==> src/rtl/alu_pkg.sv <==
// Shared ALU definitions: divider FSM state encoding and iteration count.
package alu_pkg;

  typedef enum logic [1:0] {
    IDLE,
    CALC,
    DONE
  } div_state_e;

  localparam int unsigned DIV_ITERS = 32;

endpackage

==> src/rtl/i_adder.sv <==
// 32-bit carry-lookahead adder/subtractor (4-bit lookahead groups).
// add_sub=1 inverts b, so a - b is formed with carry_in=1; C=1 then means no borrow.
module i_adder #(
  parameter int unsigned WIDTH = 32
) (
  input  logic [WIDTH-1:0] i_a,
  input  logic [WIDTH-1:0] i_b,
  input  logic             i_add_sub,
  input  logic             i_carry_in,
  output logic [WIDTH-1:0] o_sum_dif,
  output logic             o_c,
  output logic             o_v
);

  logic [WIDTH-1:0] b_eff;
  logic [WIDTH-1:0] g;
  logic [WIDTH-1:0] p;
  logic [WIDTH:0]   c;

  assign b_eff = i_add_sub ? ~i_b : i_b;
  assign g     = i_a & b_eff;
  assign p     = i_a ^ b_eff;

  always_comb begin
    logic cg;
    logic gg;
    logic gp;
    c  = '0;
    cg = i_carry_in;
    for (int unsigned grp = 0; grp < WIDTH / 4; grp++) begin
      int unsigned b;
      b = grp * 4;
      c[b]   = cg;
      c[b+1] = g[b] | (p[b] & cg);
      c[b+2] = g[b+1] | (p[b+1] & g[b]) | (p[b+1] & p[b] & cg);
      c[b+3] = g[b+2] | (p[b+2] & g[b+1]) | (p[b+2] & p[b+1] & g[b])
             | (p[b+2] & p[b+1] & p[b] & cg);
      gg = g[b+3] | (p[b+3] & g[b+2]) | (p[b+3] & p[b+2] & g[b+1])
         | (p[b+3] & p[b+2] & p[b+1] & g[b]);
      gp = &p[b +: 4];
      cg = gg | (gp & cg);
    end
    c[WIDTH] = cg;
  end

  assign o_sum_dif = p ^ c[WIDTH-1:0];
  assign o_c       = c[WIDTH];
  assign o_v       = c[WIDTH] ^ c[WIDTH-1];

endmodule

==> src/rtl/i_divider.sv <==
// Iterative 32-bit restoring divider, one quotient bit per cycle via i_adder.
// Define DIV_SIGNED_EN to build signed (two's complement) support.
module i_divider
  import alu_pkg::*;
#(
  parameter int unsigned WIDTH = 32
) (
  input  logic             i_clk,
  input  logic             i_rst_n,
  input  logic             i_start,
  input  logic             i_signed,
  input  logic [WIDTH-1:0] i_dividend,
  input  logic [WIDTH-1:0] i_divisor,
  output logic             o_ready,
  output logic             o_valid,
  output logic [WIDTH-1:0] o_quotient,
  output logic [WIDTH-1:0] o_remainder,
  output logic             o_div_zero
);

  div_state_e       state_q, state_d;
  logic [WIDTH-1:0] r_q, r_d;
  logic [WIDTH-1:0] q_q, q_d;
  logic [WIDTH-1:0] dvs_q, dvs_d;
  logic [5:0]       cnt_q, cnt_d;
  logic [WIDTH-1:0] quot_q, quot_d;
  logic [WIDTH-1:0] rem_q, rem_d;
  logic             dz_q, dz_d;

  logic [WIDTH-1:0] shifted_r, sum_dif, r_nxt, q_nxt, q_fin, r_fin;
  logic [WIDTH-1:0] dvd_mag, dvs_mag;
  logic             add_c, adder_v_unused, take;

  // Shift {R, Q} left; Q initially holds the dividend and fills with quotient bits.
  assign shifted_r = {r_q[WIDTH-2:0], q_q[WIDTH-1]};

  i_adder #(.WIDTH(WIDTH)) u_adder (
    .i_a        (shifted_r),
    .i_b        (dvs_q),
    .i_add_sub  (1'b1),
    .i_carry_in (1'b1),
    .o_sum_dif  (sum_dif),
    .o_c        (add_c),
    .o_v        (adder_v_unused)
  );

  assign take  = r_q[WIDTH-1] | add_c;
  assign r_nxt = take ? sum_dif : shifted_r;
  assign q_nxt = {q_q[WIDTH-2:0], take};

`ifdef DIV_SIGNED_EN
  logic qneg_q, qneg_d, rneg_q, rneg_d;
  logic dvd_neg, dvs_neg;
  assign dvd_neg = i_signed & i_dividend[WIDTH-1];
  assign dvs_neg = i_signed & i_divisor[WIDTH-1];
  assign dvd_mag = dvd_neg ? (~i_dividend + 1'b1) : i_dividend;
  assign dvs_mag = dvs_neg ? (~i_divisor + 1'b1) : i_divisor;
  assign q_fin   = qneg_q ? (~q_nxt + 1'b1) : q_nxt;
  assign r_fin   = rneg_q ? (~r_nxt + 1'b1) : r_nxt;
`else
  logic signed_unused;
  assign signed_unused = i_signed;
  assign dvd_mag = i_dividend;
  assign dvs_mag = i_divisor;
  assign q_fin   = q_nxt;
  assign r_fin   = r_nxt;
`endif

  always_comb begin
    state_d = state_q;
    r_d     = r_q;
    q_d     = q_q;
    dvs_d   = dvs_q;
    cnt_d   = cnt_q;
    quot_d  = quot_q;
    rem_d   = rem_q;
    dz_d    = dz_q;
`ifdef DIV_SIGNED_EN
    qneg_d  = qneg_q;
    rneg_d  = rneg_q;
`endif
    case (state_q)
      IDLE: begin
        if (i_start) begin
          if (i_divisor == '0) begin
            quot_d  = '1;
            rem_d   = i_dividend;
            dz_d    = 1'b1;
            state_d = DONE;
          end else begin
            r_d     = '0;
            q_d     = dvd_mag;
            dvs_d   = dvs_mag;
            cnt_d   = '0;
            dz_d    = 1'b0;
`ifdef DIV_SIGNED_EN
            qneg_d  = dvd_neg ^ dvs_neg;
            rneg_d  = dvd_neg;
`endif
            state_d = CALC;
          end
        end
      end
      CALC: begin
        r_d   = r_nxt;
        q_d   = q_nxt;
        cnt_d = cnt_q + 6'd1;
        if (cnt_q == 6'(DIV_ITERS - 1)) begin
          quot_d  = q_fin;
          rem_d   = r_fin;
          state_d = DONE;
        end
      end
      DONE:    state_d = IDLE;
      default: state_d = IDLE;
    endcase
  end

  always_ff @(posedge i_clk or negedge i_rst_n) begin
    if (!i_rst_n) begin
      state_q <= IDLE;
      r_q     <= '0;
      q_q     <= '0;
      dvs_q   <= '0;
      cnt_q   <= '0;
      quot_q  <= '0;
      rem_q   <= '0;
      dz_q    <= 1'b0;
`ifdef DIV_SIGNED_EN
      qneg_q  <= 1'b0;
      rneg_q  <= 1'b0;
`endif
    end else begin
      state_q <= state_d;
      r_q     <= r_d;
      q_q     <= q_d;
      dvs_q   <= dvs_d;
      cnt_q   <= cnt_d;
      quot_q  <= quot_d;
      rem_q   <= rem_d;
      dz_q    <= dz_d;
`ifdef DIV_SIGNED_EN
      qneg_q  <= qneg_d;
      rneg_q  <= rneg_d;
`endif
    end
  end

  assign o_ready     = (state_q == IDLE);
  assign o_valid     = (state_q == DONE);
  assign o_quotient  = quot_q;
  assign o_remainder = rem_q;
  assign o_div_zero  = dz_q;

endmodule

==> config.mk <==
export PLATFORM = sky130hd
export DESIGN_NAME = i_divider
export DESIGN_NICKNAME = d
export VERILOG_FILES = /design/src/rtl/alu_pkg.sv /design/src/rtl/i_adder.sv /design/src/rtl/i_divider.sv
export SDC_FILE = /design/constraint.sdc
export NUM_CORES = 1
export LEC_CHECK = 0
export ABC_AREA = 1
export BUFFER_PORTS_ARGS = -buffer_cell sky130_fd_sc_hd__buf_2
export CAP_MARGIN = 30
export CORE_MARGIN = 1
export CORE_UTILIZATION = 55
export DETAILED_ROUTE_END_ITERATION = 12
export PLACE_DENSITY = 0.84
export SLEW_MARGIN = 5
export SYNTH_ARGS = -nofsm -noshare
export SYNTH_HDL_FRONTEND = slang
export SYNTH_SLANG_ARGS = --single-unit
==> constraint.sdc <==
create_clock -name i_clk -period 3.6 [get_ports i_clk]
set_clock_uncertainty 0.1 [all_clocks]
set_input_delay 1.08 -clock i_clk [delete_from_list [all_inputs] [get_ports i_clk]]
set_output_delay 1.08 -clock i_clk [all_outputs]
set_load 0.03 [all_outputs]
Word-level counts from Yosys, hierarchy flattened
Index checks and enable logic that the tools add are counted.
- output and inout port bits: 67
- flip-flop bits (word level): 169
- bits of input ports: 68
- word-level logic and storage cells: 257
- bitwise operators: 202
- mux-type cells: 23
- add/sub/neg operators: 1
- eq/ne operators: 7
- reduce and logical (&&, ||, !) cells: 16
- operators with widths (cell ; number):
    $mux 32 ; 11
    $pmux 32 s2 ; 4
    $and 1x1->1 ; 116
    $or 1x1->1 ; 81
    $xor 32x32->32 ; 2
    $reduce_and 4->1 ; 9
    $and 32x32->32 ; 1
    $logic_not 32->1 ; 1
    $not 32->32 ; 1
    $mux 6 ; 2
    $pmux 6 s2 ; 1
    $add 6x1->6 const B ; 1
    $eq 6x5->1 const B ; 1
    $mux 2 ; 3
    $ne 2x2->1 const B ; 3
    $reduce_and 3->1 ; 2
    $pmux 2 s2 ; 1
    $reduce_and 2->1 ; 2
    $eq 2x1->1 const B ; 1
    $eq 2x2->1 const B ; 1
    $logic_not 2->1 ; 1
    $ne 2x1->1 const B ; 1
    $reduce_bool 2->1 ; 1
    $mux 1 ; 1
    $not 1->1 ; 1

Longest topological paths before layout
Gate-level depths: netlist of the first run.
- depth in word-level cells: 25
- depth in mapped cells: 27
- depth with buffers taken out: 26

Hierarchy
A second synthesis of the first run with hierarchy kept.
- cells, all modules: 1267
- area total of the unflattened synthesis: 9560.4 µm²
- by module, submodules not included (module ; instances ; area each (µm²) ; cells each ; seq. area each (µm²)):
    i_divider ; 1 ; 7898.8 ; 1029 ; 4229.1
    i_adder ; 1 ; 1661.6 ; 238 ; 0.0

Worst setup path before layout of the first run
Ideal clock, no wire load.
- path type: input-to-reg
- from: input i_divisor[9]
- to: register quot_q[10] (netlist: o_quotient[10])
- data arrival time: 2.682 ns
- path buffers: 2
- slack: 0.736 ns
- required time: 3.418 ns
- cell stages on the path: 10
- library setup time: 0.082 ns
- path through: nor4_1 nand4_1 or2_0 nand2_1 nand2_1 inv_1 clkbuf_1 clkbuf_1 nor2_1 a31oi_1
- cells in the longest elaborated chain, start to end: 3
- ends and longest elaborated chain (item ; line ; source):
    from (decl) ; i_divider.sv:13 ; input logic [WIDTH-1:0] i_divisor,
    $logic_not 32->1 ; i_divider.sv:85 ; if (i_divisor == '0) begin
    $ne 2x1->1 (no line) ; n/a ;
    $reduce_and 4->1 (no line) ; n/a ;
    to (signal assigned) ; i_divider.sv:139 ; quot_q <= quot_d;
    to (decl) ; i_divider.sv:26 ; logic [WIDTH-1:0] quot_q, quot_d;
Every way passes these cells.
A chain may end at the register's enable or synchronous reset.

Final worst setup path of the first run
- from: register q_q[31]
- to: register rem_q[20] (netlist: o_remainder[20])
- cells in the longest elaborated chain, start to end: 22
- elaborated cells on any way between the ends: 25
- those cells by class: 3 x mux; 21 x bitwise; 1 x reduce/logical
- ends and longest elaborated chain (item ; line ; source):
    from (decl) ; i_divider.sv:23 ; logic [WIDTH-1:0] q_q, q_d;
    from (signal assigned) ; i_divider.sv:136 ; q_q <= q_d;
    $and 32x32->32 ; i_adder.sv:21 ; assign g = i_a & b_eff;
    $and 1x1->1 ; i_adder.sv:39 ; | (p[b+3] & p[b+2] & p[b+1] & g[b]);
    $or 1x1->1 ; i_adder.sv:39 ;
    $or 1x1->1 (*) ; i_adder.sv:41 ; cg = gg | (gp & cg);
    $and 1x1->1 (*) ; i_adder.sv:41 ;
    $or 1x1->1 (*) ; i_adder.sv:41 ;
    $and 1x1->1 (*) ; i_adder.sv:41 ;
    $or 1x1->1 (*) ; i_adder.sv:41 ;
    [... 6 more ...] ; n/a ;
    $and 1x1->1 ; i_adder.sv:41 ;
    $or 1x1->1 ; i_adder.sv:41 ;
    $and 1x1->1 ; i_adder.sv:41 ;
    $or 1x1->1 ; i_adder.sv:41 ;
    $or 1x1->1 ; i_divider.sv:47 ; assign take = r_q[WIDTH-1] | add_c;
    $mux 32 (*) ; i_divider.sv:48 ; assign r_nxt = take ? sum_dif : shifted_r;
    $mux 32 (*) ; i_divider.sv:108 ; if (cnt_q == 6'(DIV_ITERS - 1)) begin
    $pmux 32 s2 (*) ; i_divider.sv:82 ; case (state_q)
    to (signal assigned) ; i_divider.sv:140 ; rem_q <= rem_d;
    to (decl) ; i_divider.sv:27 ; logic [WIDTH-1:0] rem_q, rem_d;
Mark *: on every way between the ends. The rest lies on a longest branch, timed or not. The select of a mux whose other input is x is not followed.

==> results of run 1 <==
## per-stage QoR
step | worst slack, ns | power (W) | util | instances
3_3_place_gp | 0.304 | 0.00984 | 0.620 | 1396
5_1_grt | 0.0715 | 0.0130 | 0.657 | 1429
6_report | 0.365 | 0.0119 | 0.657 | 1429
4_1_cts | 0.364 | 0.0119 | 0.657 | 1429
3_5_place_dp | 0.251 | 0.0101 | 0.621 | 1397
2_1_floorplan | 0.736 | 0.00853 | - | 1084
## kinds of logic (layout without fill, tap and decap cells)
| logic type | after synthesis | count (layout) | share of synthesized area |
|---|---|---|---|
| fa+ha+maj | 41 | 41 | 0.0628 |
| buf+inv | 171 | 300 | 0.0806 |
| simple gates | 512 | 512 | 0.265 |
| flops | 169 | 169 | 0.469 |
| xor+xnor | 20 | 20 | 0.0194 |
| compound gates | 171 | 171 | 0.102 |
## cells in the final DEF, fill, tap and decap left out, types with 2 or more instances in the layout
cell | netlist | routed
nand2_1 | 223 | 222
dfrtp_1 | 169 | 169
buf_2 | 3 | 132
inv_1 | 116 | 116
nand3_1 | 100 | 100
nor2_1 | 81 | 79
o21ai_0 | 76 | 76
a21oi_1 | 54 | 54
nand2_2 | 40 | 41
a31oi_1 | 34 | 34
or2_2 | 34 | 34
ha_1 | 34 | 34
clkbuf_16 | 0 | 17
xor2_1 | 12 | 12
buf_4 | 2 | 10
nor4_1 | 9 | 9
nand3_2 | 8 | 8
xnor2_1 | 8 | 8
fa_1 | 7 | 7
buf_12 | 3 | 7
nand2_4 | 6 | 6
nor3_1 | 3 | 3
inv_6 | 0 | 3
clkinvlp_4 | 0 | 3
clkinv_2 | 0 | 3
clkinv_4 | 0 | 3
a211oi_1 | 2 | 2
nor2_4 | 0 | 2
nand4_1 | 2 | 2
inv_2 | 2 | 2
nor3b_1 | 2 | 2
clkbuf_8 | 0 | 2
## sequential cells by signal (all words and copies together), names as in the netlist
register / cells
cnt_q: 6
o_div_zero: 1
dvs_q: 32
r_q: 32
q_q: 32
o_quotient: 32
o_remainder: 32
state_q: 2
## critical path: cells and delay by family (launching register included)
family	cells	cell delay [ns]
DFF	1	0.44
buffers and inverters	3	0.40
adders and majority gates	1	0.30
and+or+nand+nor	23	1.93
## report_power, final
group	switching (W)	internal, W
clock network	0.000770	0.000994
registers	0.000492	0.00282
logic	0.00447	0.00235
## final cells by class
cell class                 count  share of cell area
sequential                   169               0.404
multi-input combinational    744               0.389
inverter                     118              0.0423
tap                          216              0.0258
timing repair buffer         150              0.0847
clock inverter                13              0.0115
clock buffer                  19              0.0432
## how the worst min path moves through the flow
stage	end	slack, ns	depth (start not counted)
2_1_floorplan	r_q[31]	0.37	2
3_3_place_gp	o_quotient[28]	0.36	2
3_5_place_dp	o_quotient[19]	0.37	2
4_1_cts	o_quotient[19]	0.38	2
5_1_grt	o_quotient[21]	0.41	2
6_report	o_quotient[28]	0.38	2
## per-layer routing
metal,routed length (um),global-route usage
met1,9880,0.374
met4,362,0.0841
met3,1090,0.0472
met2,9500,0.408
met5,0,0
==> run_results.csv, run 1 <==
group,metric,value,unit
logic_synthesis,netlist.area_leader.share,0.469,
critical_path,required,3.87,ns
logic_synthesis,synth_common_cells,"nand2_1 (223), dfrtp_1 (169), inv_1 (116), nand3_1 (100), nor2_1 (81)",
floorplan,die_h,130,um
routing,drc_errors,0,
logic_synthesis,ys_seq_area_frac,0.469,
critical_path,startpoint_type,"flop",
logic_synthesis,synth_area_leader_cell,"dfrtp_1",
timing,hold_viol,0,
timing,slew-limit-headroom,0.346,
global_routing,grt_max_degree,98,
clock_tree,clk_pin_slew,0.07,ns
clock_tree,cts_tree,"done",
timing,slew_viol_final,0,
clock_tree,cts_setup_buffers,0,
floorplan,die_x,130,um
timing,hold_ws,0.381,ns
floorplan,core,0.0159,mm2
routing,viasPerCell,5.32,
critical_path,reg2reg_from,"q_q[31]",
clock_tree,cts_hold_buffers,0,
clock_tree,cts_sinks,169,
layout,regArea,0.00423,mm2
layout,drive_gt1_frac,0.228,
critical_path,cp-end-kind,"flop",
timing,worstMarginPinSlew,0.981,ns
critical_path,critical_path_class,"flop to flop",
timing,setup_viol,0,
layout,design_area,0.0105,mm2
critical_path,reg2regPathDepth,27,
clock_tree,clockBufferDepth,2,
hold_path,hp-class,"flop to flop",
placement,place_hpwl,14700,um
critical_path,max_stage_delay,0.44,ns
logic_synthesis,syn-cell-area,0.00901,mm2
critical_path,crit_top_cell,"nand2_2",
clock_tree,clock_latency,0.43,ns
global_routing,antenna_found_initial,0,
timing,max_freq,0.309,GHz
logic_synthesis,synthFlopType,"dfrtp_1",
global_routing,grt_overflow_total,0,
hold_path,hold_start,"o_quotient[28]",
job,maxCapViolations,0,
routing,drtAntennaViolNets,0,
timing,post-route-period-util,0.899,
logic_synthesis,syn_nets,1193,
timing,post-route-min-period,3.24,ns
placement,numPortBuffers,133,
clock_tree,cts_max_level,4,
logic_synthesis,async_reset_ff_frac,1.00,
routing,drt_iter0_markers,668,
timing,fin_tns_setup,0,ns
floorplan,floorplan.initialDensity,0.565,
placement,routabilityCongestion,0.874,
layout,nets,1309,
power_and_ir_drop,ir_worst_vdd,0.548,mV
routing,vias,7605,
floorplan,io_pins,135,
global_routing,grt_pass1_wl,34300,um
logic_synthesis,yosysMostFrequentCell,"nand2_1",
routing,firstDrtPassIters,5,
power_and_ir_drop,power_density,1140,mW/mm2
logic_synthesis,avgSynthCellArea,8.31,um2
clock_tree,clockRootBuffer,"clkbuf_16",
critical_path,path_max_fanout,12,
power_and_ir_drop,leakagePower,5.30,nW
logic_synthesis,ys_ff_latch,169,
critical_path,rrSetupSlack,0.36,ns
critical_path,cp_slowest_cell,"dfrtp_1",
logic_synthesis,netlist_instances,1084,
layout,fillers,1307,
layout,area_delta_synth_final,16.3,%
placement,place_area,0.00990,mm2
logic_synthesis,synth_area_leaders,"dfrtp_1 (47%), nand2_1 (9.3%), nand3_1 (5.6%)",
routing,drt-total-wl,20800,um
floorplan,num_rows,46,
clock_tree,cts_resized,0,
routing,routedWlPerCell,14.6,um
logic_synthesis,synth_edf_count,0,
critical_path,cp-startpoint,"q_q[31]",
layout,antenna_cells,0,
critical_path,cp.arrival,3.50,ns
critical_path,r2r-end,"o_remainder[20]",
timing,rsz0062_at_grt,"false",
layout,multi_input_area,0.00407,mm2
critical_path,cp-endpoint,"o_remainder[20]",
global_routing,grt_usage,0.262,
run_status,status,"complete, no violations",
global_routing,grt_pass1_vias,7013,
clock_tree,cts_buffers,17,
logic_synthesis,synth_cell_types,38,
logic_synthesis,synth_warnings,0,
floorplan,fp.dieArea,0.0169,mm2
(Power assumes the default switching activity.)
==> run 2, diff against run 1 <==
--- a/config.mk
+++ b/config.mk
@@ -11,7 +11,7 @@
 export CORE_MARGIN = 1
 export CORE_UTILIZATION = 55
 export DETAILED_ROUTE_END_ITERATION = 12
-export PLACE_DENSITY = 0.84
+export PLACE_DENSITY = 0.77
 export SLEW_MARGIN = 5
 export SYNTH_ARGS = -nofsm -noshare
 export SYNTH_HDL_FRONTEND = slang
==> run 2 against run 1 <==
Count of clock-buffer cells in the layout increased by 3. Maximum frequency decreased by 3.4%. Setup slack got worse by 0.11 ns. Final cell count unchanged. Sequential power about the same. Largest cell class unchanged.
==> run_results.csv, run 2 (synthesis results as in run 1) <==
group,metric,value,unit
critical_path,startpoint_type,"flop",
floorplan,fp.dieArea,0.0169,mm2
layout,final_cell_mix,"nand2_1 (222), dfrtp_1 (169), buf_2 (132)",
routing,drc_errors,0,
job,maxCapViolations,0,
critical_path,rrSetupSlack,0.25,ns
layout,final_common_cell,"nand2_1",
routing,vias,7589,
global_routing,busiest_layer,"met2",
routing,firstDrtPassIters,5,
global_routing,grt_overflow_total,0,
critical_path,crit_family,"simple AND/OR/NAND/NOR gates",
global_routing,met3_usage,0.0324,
layout,utilization,0.656,
routing,viasPerCell,5.31,
global_routing,grt_pass1_wl,34600,um
placement,numPortBuffers,133,
floorplan,io_pins,135,
layout,drive_gt1_frac,0.227,
global_routing,grt_usage,0.266,
global_routing,grt_max_degree,98,
clock_tree,cts_sinks,169,
critical_path,cp-end-kind,"flop",
global_routing,use_met2,0.411,
critical_path,reg2regPathDepth,27,
layout,antenna_cells,0,
routing,drtAntennaViolNets,0,
layout,area_delta_synth_final,16.1,%
critical_path,critical_path_buf_inv_count,3,
clock_tree,clk_pin_slew,0.06,ns
floorplan,floorplan.initialDensity,0.565,
power_and_ir_drop,totalPowerFinal,0.0119,W
placement,routabilityCongestion,0.866,
clock_tree,clockBufferDepth,2,
routing,routedWlPerCell,14.7,um
critical_path,cp.arrival,3.62,ns
critical_path,max_stage_delay,0.43,ns
critical_path,cp_slowest_cell,"dfrtp_1",
critical_path,crit_top_cell,"nand2_2",
layout,layout.cells.non_filler,1429,
clock_tree,cts_tree,"done",
timing,slew_viol_final,0,
power_and_ir_drop,power_density,1140,mW/mm2
clock_tree,clock_latency,0.42,ns
floorplan,num_rows,46,
global_routing,antenna_found_initial,0,
timing,post-route-period-util,0.930,
run_status,status,"complete, no violations",
layout,fillers,1351,
critical_path,path_max_fanout,15,
timing,slew-limit-headroom,0.372,
global_routing,grt_pass1_vias,7085,
placement,place_hpwl,14800,um
timing,fin_tns_setup,0,ns
hold_path,hp-class,"flop to flop",
routing,drt_iter0_markers,659,
clock_tree,cts_setup_buffers,0,
layout,nets,1309,
floorplan,die_h,130,um
timing,hold_viol,0,
critical_path,critical_path_class,"flop to flop",
timing,post-route-min-period,3.35,ns
critical_path,r2r-end,"o_remainder[24]",
timing,worstMarginPinSlew,0.942,ns
timing,hold_ws,0.379,ns
critical_path,cp-endpoint,"o_remainder[24]",
clock_tree,cts_hold_buffers,0,
clock_tree,cts_max_level,4,
floorplan,die_x,130,um
critical_path,cp-startpoint,"q_q[31]",
power_and_ir_drop,ir_worst_vdd,0.632,mV
critical_path,required,3.87,ns
clock_tree,cts_resized,0,
floorplan,core,0.0159,mm2
timing,rsz0062_at_grt,"false",
critical_path,reg2reg_from,"q_q[31]",
timing,setup_viol,0,
clock_tree,cts_buffers,17,
clock_tree,clockRootBuffer,"clkbuf_16",
placement,dp_cells,1396,
routing,drt-total-wl,21100,um
power_and_ir_drop,leakagePower,5.29,nW
global_routing,grt_use_met1,0.381,
critical_path,cp.depth,27,
timing,max_freq,0.299,GHz
==> run 2: changes by cell type in the layout (fill, tap and decap cells not counted), sizes merged <==
cell,before,now
clkinvlp,3,4
clkinv,6,4
clkbuf,19,22
inv,121,119
==> run 2: area by class of cell <==
| class | instances | area (um2) | area share |
|---|---|---|---|
| timing repair buffer | 150 | 882 | 0.0843 |
| inverter | 118 | 443 | 0.0423 |
| multi-input combinational | 744 | 4070 | 0.389 |
| sequential | 169 | 4230 | 0.404 |
| clock inverter | 10 | 92.6 | 0.00885 |
| tap | 216 | 270 | 0.0258 |
| clock buffer | 22 | 474 | 0.0453 |
==> run 2: layer usage <==
layer,up-vias,part of all wire
met3,44,0.051
met1,3568,0.47
met4,0,0.025
li1,3752,-
met5,-,0
met2,225,0.45
==> run 2: worst min path at each step <==
stage                     slack [ns]  depth (start not counted)             end      startpoint
final                           0.38                          2  o_quotient[28]  o_quotient[28]
after detailed placement        0.37                          2  o_quotient[19]  o_quotient[19]
after global placement          0.36                          2  o_quotient[27]  o_quotient[27]
after CTS                       0.39                          2  o_quotient[19]  o_quotient[19]
after floorplan                 0.37                          2         r_q[31]         r_q[31]
after global routing            0.42                          2  o_quotient[12]  o_quotient[12]
==> run 2: worst min-delay path, delay by kind of cell, from the launching register on <==
family,cells,cell delay (ns)
flip-flops,1,0.34
AND/OR/NAND/NOR,1,0.05
AO/OA/AOI/OAI,1,0.06
==> run 2: power breakdown <==
group	internal, W	switching, W
Sequential	0.00282	0.000502
Clock	0.00101	0.000750
Combinational	0.00236	0.00449
Total	0.00619	0.00574
==> run 2: through the flow <==
stage	instance area (um2)	setup WS [ns]
finish	10500	0.252
global route	10500	0.0177
CTS	10400	0.245
detailed placement	9870	0.236
global placement	9870	0.251
floorplan	9010	0.736
==> run 3, diff against run 2 <==
--- a/config.mk
+++ b/config.mk
@@ -12,7 +12,9 @@
 export CORE_UTILIZATION = 55
 export DETAILED_ROUTE_END_ITERATION = 12
 export PLACE_DENSITY = 0.77
+export SETUP_SLACK_MARGIN = 0.5
 export SLEW_MARGIN = 5
 export SYNTH_ARGS = -nofsm -noshare
 export SYNTH_HDL_FRONTEND = slang
+export SYNTH_HIERARCHICAL = 1
 export SYNTH_SLANG_ARGS = --single-unit
==> run 3 against run 2 <==
Global-route usage rose by 3.0 points. Sequential power fell by 9.6%. Final cell count rose by 15%. Synthesized cell count rose by 17%. Area after synthesis rose by 5.9%. Wire length rose by 27%. Combinational power fell by 26%. Clock power rose by 10%. Non-clock buffer count rose by 40. Die area rose by 5.8%. Via count rose by 19%. Critical endpoint is now o_remainder[0]. Highest routed layer unchanged. Count of clock-buffer cells in the layout rose by 1.
==> run_results.csv, run 3 <==
group,metric,value,unit
critical_path,path_max_fanout,8,
timing,setup_slack,0.300,ns
layout,antenna_cells,0,
routing,viasPerCell,5.50,
timing,fin_tns_setup,0,ns
routing,vias,9018,
timing,slew-limit-headroom,0.562,
routing,drc_errors,0,
placement,routabilityCongestion,0.858,
routing,drt-total-wl,26800,um
logic_synthesis,synth_warnings,6,
run_status,status,"complete, no violations",
timing,post-route-min-period,3.30,ns
timing,rsz0062_at_grt,"true",
routing,firstDrtPassIters,5,
timing,worstMarginPinSlew,0.655,ns
routing,drtAntennaViolNets,0,
critical_path,max_stage_delay,0.40,ns
global_routing,grt_pass1_wl,41500,um
floorplan,die_h,134,um
global_routing,grt_overflow_total,0,
power_and_ir_drop,ir_worst_vdd,0.535,mV
layout,final_common_cell,"nand2_1",
floorplan,num_rows,47,
layout,area_delta_synth_final,25.7,%
global_routing,antenna_found_initial,0,
critical_path,rrSetupSlack,0.30,ns
timing,slew_viol_final,0,
clock_tree,cts_buffers,17,
critical_path,r2r-end,"o_remainder[0]",
floorplan,io_pins,135,
critical_path,reg2regPathDepth,25,
routing,routedWlPerCell,16.4,um
layout,nets,1516,
clock_tree,cts_max_level,4,
critical_path,cp-end-kind,"flop",
global_routing,grt_usage,0.296,
clock_tree,cts_sinks,169,
job,maxCapViolations,0,
clock_tree,cts_hold_buffers,0,
critical_path,crit_top_cell,"nand2_2",
critical_path,cp-startpoint,"dvs_q[9]",
logic_synthesis,netlist_instances,1263,
timing,hold_viol,0,
timing,max_freq,0.303,GHz
clock_tree,clock_latency,0.43,ns
power_and_ir_drop,power_density,835,mW/mm2
placement,numPortBuffers,133,
clock_tree,cts_tree,"done",
timing,setup_viol,0,
clock_tree,clockBufferDepth,2,
critical_path,required,3.81,ns
routing,drt_iter0_markers,782,
critical_path,reg2reg_from,"dvs_q[9]",
floorplan,floorplan.initialDensity,0.569,
logic_synthesis,avgSynthCellArea,7.55,um2
global_routing,grt_pass1_vias,8633,
hold_path,hp-class,"flop to flop",
floorplan,core,0.0168,mm2
layout,final_cell_mix,"nand2_1 (428), nand3_1 (171), dfrtp_1 (168)",
power_and_ir_drop,leakagePower,6.79,nW
power_and_ir_drop,totalPowerFinal,0.0100,W
critical_path,cp_slowest_cell,"dfrtp_1",
logic_synthesis,syn-cell-area,0.00954,mm2
placement,place_hpwl,16300,um
clock_tree,clk_pin_slew,0.07,ns
layout,drive_gt1_frac,0.234,
clock_tree,clockRootBuffer,"clkbuf_16",
critical_path,cp-endpoint,"o_remainder[0]",
floorplan,fp.dieArea,0.0179,mm2
critical_path,critical_path_class,"flop to flop",
timing,post-route-period-util,0.917,
critical_path,cp.arrival,3.51,ns
layout,fillers,1266,
floorplan,die_x,134,um
placement,detailedPlace.worstSlack,0.183,ns
critical_path,startpoint_type,"flop",
global_routing,grt_max_degree,70,
run 3: changes by cell type in the layout (fill, tap and decap cells not counted), moves of 11 or more:
cell / previous run / this run
a21oi_1: 54 / 23
xor2_1: 12 / 28
a31oi_1: 34 / 0
xnor2_1: 8 / 19
nor2_1: 79 / 49
nand2_1: 222 / 428
a21oi_4: 0 / 17
a21oi_2: 0 / 16
nand2_2: 41 / 25
nor2_2: 0 / 15
nand3_1: 100 / 171
o21ai_0: 76 / 37
or2_2: 34 / 2
buf_4: 11 / 35
run 3: repair_timing:
item	in CTS	in global routing
endpoints found under the setup margin	64	66
buffers inserted	13	15
resized for setup	66	82
pin swaps	18	69
gates cloned	3	3
run 3: area by class of cell:
cell class | instances | area [um2] | area share
multi-input combinational | 914 | 5110 | 0.426
sequential | 169 | 4230 | 0.353
timing repair buffer | 190 | 1330 | 0.111
clock buffer | 23 | 468 | 0.0390
inverter | 115 | 432 | 0.0360
tap | 220 | 275 | 0.0230
clock inverter | 8 | 144 | 0.0120
run 3: how the worst min path moves through the flow:
stage              startpoint        endpoint  cells after the start
6_report       o_quotient[12]  o_quotient[12]                      2
5_1_grt        o_remainder[2]  o_remainder[2]                      2
2_1_floorplan        dvs_q[0]        dvs_q[0]                      2
3_3_place_gp   o_remainder[7]  o_remainder[7]                      2
4_1_cts        o_quotient[12]  o_quotient[12]                      2
3_5_place_dp   o_quotient[12]  o_quotient[12]                      2
run 3: report_power, final:
group / switching [W] / leakage [nW] / internal (W)
sequential: 0.000439 / 2.20 / 0.00256
combinational: 0.00338 / 4.29 / 0.00169
clock: 0.000746 / 0.301 / 0.00119
total: 0.00457 / 6.79 / 0.00544
run 3: layer usage:
metal  GRT usage  vias up  routed length (um)
li1            -     4252                   -
met3      0.0590       66                1570
met4       0.130        0                 915
met5           0        -                   0
met1       0.367     4360               10600
met2       0.500      340               13700
run 3: per-stage QoR:
stage | util | hold slack [ns] | cell area, um2 | instances
CTS | 0.686 | 0.369 | 11500 | 1621
global route | 0.716 | 0.384 | 12000 | 1639
global placement | 0.620 | 0.348 | 10400 | 1574
finish | 0.716 | 0.366 | 12000 | 1639
floorplan | - | 0.361 | 9550 | 1266
detailed placement | 0.620 | 0.354 | 10400 | 1574
run 3: critical path, delay by kind of cell, from the launching register on:
kind                     cells  cell delay (ns)
AO/OA/AOI/OAI                3             0.55
XOR/XNOR                     1             0.18
adder cells (fa/ha/maj)      1             0.30
buffers and inverters        2             0.25
flip-flops                   1             0.40
AND/OR/NAND/NOR             18             1.39
